--- config.mk ---
export PLATFORM = sky130hd
export DESIGN_NAME = uart_rx
export DESIGN_NICKNAME = d
export VERILOG_FILES = /design/src/rtl/uart_rx.sv
export SDC_FILE = /design/constraint.sdc
export NUM_CORES = 1
export LEC_CHECK = 0
export ABC_CLOCK_PERIOD_IN_PS = 2300
export CORE_ASPECT_RATIO = 1.5
export CORE_UTILIZATION = 56
export CTS_BUF_LIST = sky130_fd_sc_hd__clkbuf_16
export CTS_CLUSTER_DIAMETER = 30
export DETAILED_ROUTE_END_ITERATION = 10
export HOLD_SLACK_MARGIN = 0.02
export PLACE_DENSITY_LB_ADDON = 0.25
export SYNTH_ARGS = -nofsm -noshare
export SYNTH_HDL_FRONTEND = slang
export SYNTH_SLANG_ARGS = --single-unit
--- constraint.sdc ---
create_clock -name clk -period 2.3 [get_ports clk]
set_input_delay 0.345 -clock clk [delete_from_list [all_inputs] [get_ports clk]]
set_output_delay 0.345 -clock clk [all_outputs]
set_load 0.03 [all_outputs]
--- src/rtl/uart_rx.sv ---
// uart_rx: 8N1 UART receiver, LSB first.
// Centre-samples each bit; one-cycle valid / framing-error strobes.
module uart_rx #(
  parameter int FREQ = 50_000_000,
  parameter int RATE = 115_200
) (
  input  logic       clk,
  input  logic       rst_n,
  input  logic       i_rx,
  output logic [7:0] o_data,
  output logic       o_valid,
  output logic       o_frame_err
);

  localparam int CNT_MAX   = FREQ / RATE - 1;
  localparam int HALF      = CNT_MAX / 2;
  localparam int CNT_WIDTH = $clog2(CNT_MAX + 1);

  localparam logic [CNT_WIDTH-1:0] CNT_TOP =
    CNT_WIDTH'(CNT_MAX);
  localparam logic [CNT_WIDTH-1:0] CNT_MID =
    CNT_WIDTH'(HALF);
  localparam logic [CNT_WIDTH-1:0] CNT_ONE =
    CNT_WIDTH'(1);

  typedef enum logic [3:0] {
    IDLE,
    START,
    BIT0,
    BIT1,
    BIT2,
    BIT3,
    BIT4,
    BIT5,
    BIT6,
    BIT7,
    STOP,
    WAIT
  } state_e;

  state_e               state;
  logic [CNT_WIDTH-1:0] cnt;
  logic [7:0]           sh;
  logic                 rx_m;
  logic                 rx_s;
  logic                 cnt_end;
  logic                 in_bit;
  logic                 bit_tick;

  assign cnt_end  = (cnt == CNT_TOP);
  assign in_bit   = (state >= BIT0) && (state <= BIT7);
  assign bit_tick = in_bit && cnt_end;

  // Two-flop synchroniser; idles high so reset looks like a quiet line
  always_ff @(posedge clk or negedge rst_n) begin
    if (!rst_n) begin
      rx_m <= 1'b1;
      rx_s <= 1'b1;
    end else begin
      rx_m <= i_rx;
      rx_s <= rx_m;
    end
  end

  // Data bits arrive LSB first, so shift in from the top
  always_ff @(posedge clk) begin
    if (bit_tick) begin
      sh <= {rx_s, sh[7:1]};
    end
  end

  // Frame FSM, bit-period counter and registered output strobes
  always_ff @(posedge clk or negedge rst_n) begin
    if (!rst_n) begin
      state       <= IDLE;
      cnt         <= '0;
      o_data      <= 8'h00;
      o_valid     <= 1'b0;
      o_frame_err <= 1'b0;
    end else begin
      o_valid     <= 1'b0;
      o_frame_err <= 1'b0;
      cnt         <= cnt + CNT_ONE;
      unique case (state)
        IDLE: begin
          cnt <= '0;
          if (!rx_s) begin
            state <= START;
          end
        end
        START: begin
          if (cnt == CNT_MID) begin
            cnt   <= '0;
            state <= rx_s ? IDLE : BIT0;
          end
        end
        STOP: begin
          if (cnt_end) begin
            cnt <= '0;
            if (rx_s) begin
              o_data  <= sh;
              o_valid <= 1'b1;
              state   <= IDLE;
            end else begin
              o_frame_err <= 1'b1;
              state       <= WAIT;
            end
          end
        end
        WAIT: begin
          cnt <= '0;
          if (rx_s) begin
            state <= IDLE;
          end
        end
        default: begin
          if (!in_bit) begin
            cnt   <= '0;
            state <= IDLE;
          end else if (cnt_end) begin
            cnt   <= '0;
            state <= state_e'(state + 4'd1);
          end
        end
      endcase
    end
  end

endmodule

==> run_results.csv <==
group,metric,value,unit
logic_synthesis,ys_seq_area_share,56.9,%
worst_setup_path,critPathKind,"flop to flop",
cells_and_area,final_cell_mix,"dfrtp_1 (23), nor2_1 (15), clkdlybuf4s50_1 (12)",
grt,grt_pass1_wl,4730,um
min_path,hold_depth,0,
logic_synthesis,syn_nets,139,
power_and_ir_drop,p_per_area,717,nW/um^2
logic_synthesis,post_synth_inst_count,128,
timing,setup_tns,0,ps
place,dp_hpwl,2040,um
worst_setup_path,crit_fanout,5,
logic_synthesis,syn-cell-area,1530,um^2
drt,vias_per_cell,5.55,
floorplan,initial_core_util,60.9,%
floorplan,fp.dieW,44.6,um
status,status,"completed",
cells_and_area,diodes,0,
place,routabilityCongestion,0.856,
worst_setup_path,slowest_delay,410,ps
drt,num_vias,1016,
power_and_ir_drop,p_leak,0.833,nW
worst_setup_path,crit_cells,7,
floorplan,die_h,65.9,um
timing,fin_crit_sh,89.1,%
logic_synthesis,synth_top_area_share,37.7,%
timing,fin_skew,4.04,ps
worst_setup_path,worstPathCellList,"inv_1 -> ha_1 -> nor3_1 -> nor3_1 -> nor3_1 -> or3_1 -> mux2_4",
drt,postRouteAntennaNets,0,
flow_run,drv_cap,0,
timing,relSlewSlack,73.4,%
floorplan,rows,22,
clocking,post_cts_buffers,0,
worst_setup_path,cp.arrival,2210,ps
worst_setup_path,cp-end-kind,"flop",
floorplan,die_area,2940,um^2
clocking,clock_sinks,33,
grt,grt_usage,22.8,%
cells_and_area,drive_gt1_share,13.6,%
floorplan,design.portCount,13,
drt,initialDrtViolationCount,28,
cells_and_area,nFillCells,181,
logic_synthesis,syn_area_per_cell,11.9,um^2
power_and_ir_drop,peakVddDrop,0.895,mV
clocking,clkTransAtPathRegs,50,ps
floorplan,coreArea,2500,um^2
clocking,htreeDepth,2,
worst_setup_path,required,2460,ps
clocking,clk_latency,270,ps
logic_synthesis,synth_cell_types,36,
grt,antenna_found_initial,0,
cells_and_area,final_common_cell,"dfrtp_1",
worst_setup_path,cp_top_family,"simple AND/OR/NAND/NOR gates",
clocking,cts_buffers,5,
timing,drv_slew,0,
cells_and_area,fin_nets,157,
worst_setup_path,reg2reg_depth,7,
clocking,clock_path_buffers,2,
timing,setup_viol,0,
drt,dr.pass1.iters,4,
logic_synthesis,post-synth-top-area-cell,"dfrtp_1",
worst_setup_path,critical_path_buf_inv_count,1,
place,io_buffers,12,
timing,worst_pin_slew,398,ps
logic_synthesis,synth_top_cells_by_area,"dfrtp_1 (38%), edfxtp_1 (16%), ha_1 (6.6%)",
clocking,ctsHoldBuffers,0,
cells_and_area,design_area,1860,um^2
grt,grt_pass1_vias,1092,
drt,drc_errors,0,
place,placed_area,1700,um^2
logic_synthesis,yosysWarningCount,0,
timing,grt_setup_unrepaired,"false",
clocking,cts_tree,"built",
drt,wl_per_cell,15.0,um
clocking,cts_resized,0,
grt,grt_max_degree,26,
timing,hold_violations,0,
cells_and_area,syn_to_final_growth,21.9,%
grt,globalRouteOverflowTotal,0,
timing,min_period,2050,ps
clocking,cts-root-buf,"clkbuf_16",
worst_setup_path,critPathSlowestCell,"or3_1",
logic_synthesis,ys_ff_latch,33,
drt,routed_wl,2740,um
worst_setup_path,cp-start-kind,"flop",
worst_setup_path,worst_path_most_repeated_cell,"nor3_1",
min_path,hold_path.class,"flop to flop",
timing,fmax,488,MHz
[metal layers]
metal / global-route usage [%] / vias up / routed length (um)
met1: 21.2 / 492 / 982
met3: 6.83 / 7 / 94
met5: 0 / - / 0
met2: 42.8 / 35 / 1610
li1: - / 482 / -
met4: 10.6 / 0 / 60
[cell families after synthesis]
logic type | Yosys count | share of synthesized area [%]
xor gates and xnor gates | 8 | 4.59
AOI/OAI and AO/OA | 13 | 5.90
and+or+nand+nor | 45 | 15.3
buffers and inverters | 10 | 2.54
muxes | 11 | 8.20
DFF | 33 | 56.9
adders and majority gates | 8 | 6.56
[worst reg2reg max path: cells and delay by family, from the launching register on]
family / cells / cell delay (ps)
simple gates: 4 / 840
flops: 1 / 400
mux: 1 / 320
buf+inv: 1 / 150
fa+ha+maj: 1 / 220
[worst paths after layout]
check                               from         to  slack [ps]
worst max-delay path            state[1]   state[3]         250
max in group asynchronous          rst_n       rx_m        1550
worst min-delay path                rx_m       rx_s         350
worst min register to register      rx_m       rx_s         350
min in group asynchronous          rst_n  o_data[4]         460
worst max register to register  state[1]   state[3]         250
[cell usage after synthesis]
cell and n:
a211o_1 1, a211oi_1 1, a21oi_1 4, a22oi_1 1, a2bb2oi_1 1, a32o_1 1, and2_1 1, and3_1 2
and4b_1 1, and4bb_1 1, buf_2 1, clkbuf_1 3, dfrtp_1 23, dfstp_2 2, edfxtp_1 8, ha_1 8
inv_1 6, mux2_2 8, mux2_4 1, mux2i_1 2, nand2_1 3, nand2b_1 1, nand3_1 8, nand4_1 2
nand4b_1 1, nor2_1 15, nor2b_1 4, nor3_1 4, nor4_1 1, o21ai_1 1, o21bai_1 1, o22ai_1 1
o32ai_1 1, or3_1 1, xnor2_1 4, xor2_1 4
[per-stage QoR]
step	setup WS, ps	utilization (%)	std cells	power, W	hold slack [ps]
finish	250	74.3	183	0.00133	354
global route	125	74.3	183	0.00138	364
floorplan	301	-	128	0.000615	49.4
detailed placement	272	67.8	175	0.000629	347
global placement	311	67.8	175	0.000628	347
CTS	240	74.3	183	0.00135	354
[final cells by class]
cell class | instances | area (um^2) | area share (%)
Tap cell | 36 | 45.0 | 2.42
Inverter | 6 | 22.5 | 1.21
Sequential cell | 33 | 868 | 46.7
Multi-Input combinational cell | 85 | 619 | 33.3
Timing Repair Buffer | 15 | 143 | 7.67
Clock inverter | 3 | 37.5 | 2.02
Clock buffer | 5 | 125 | 6.72
[sequential cells by signal (all words and copies together) (netlist names)]
register	flops
sh	8
o_data	8
o_frame_err	1
rx_s	1
o_valid	1
rx_m	1
state	4
cnt	9
[where the power goes]
part	internal [W]	switching (W)	total, W	leakage, nW
Combinational	0.00000468	0.00000925	0.0000139	0.351
Clock	0.000501	0.000214	0.000715	0.0826
Sequential	0.000603	0.00000209	0.000605	0.399
Total	0.00111	0.000225	0.00133	0.833
(Power assumes the default switching activity.)
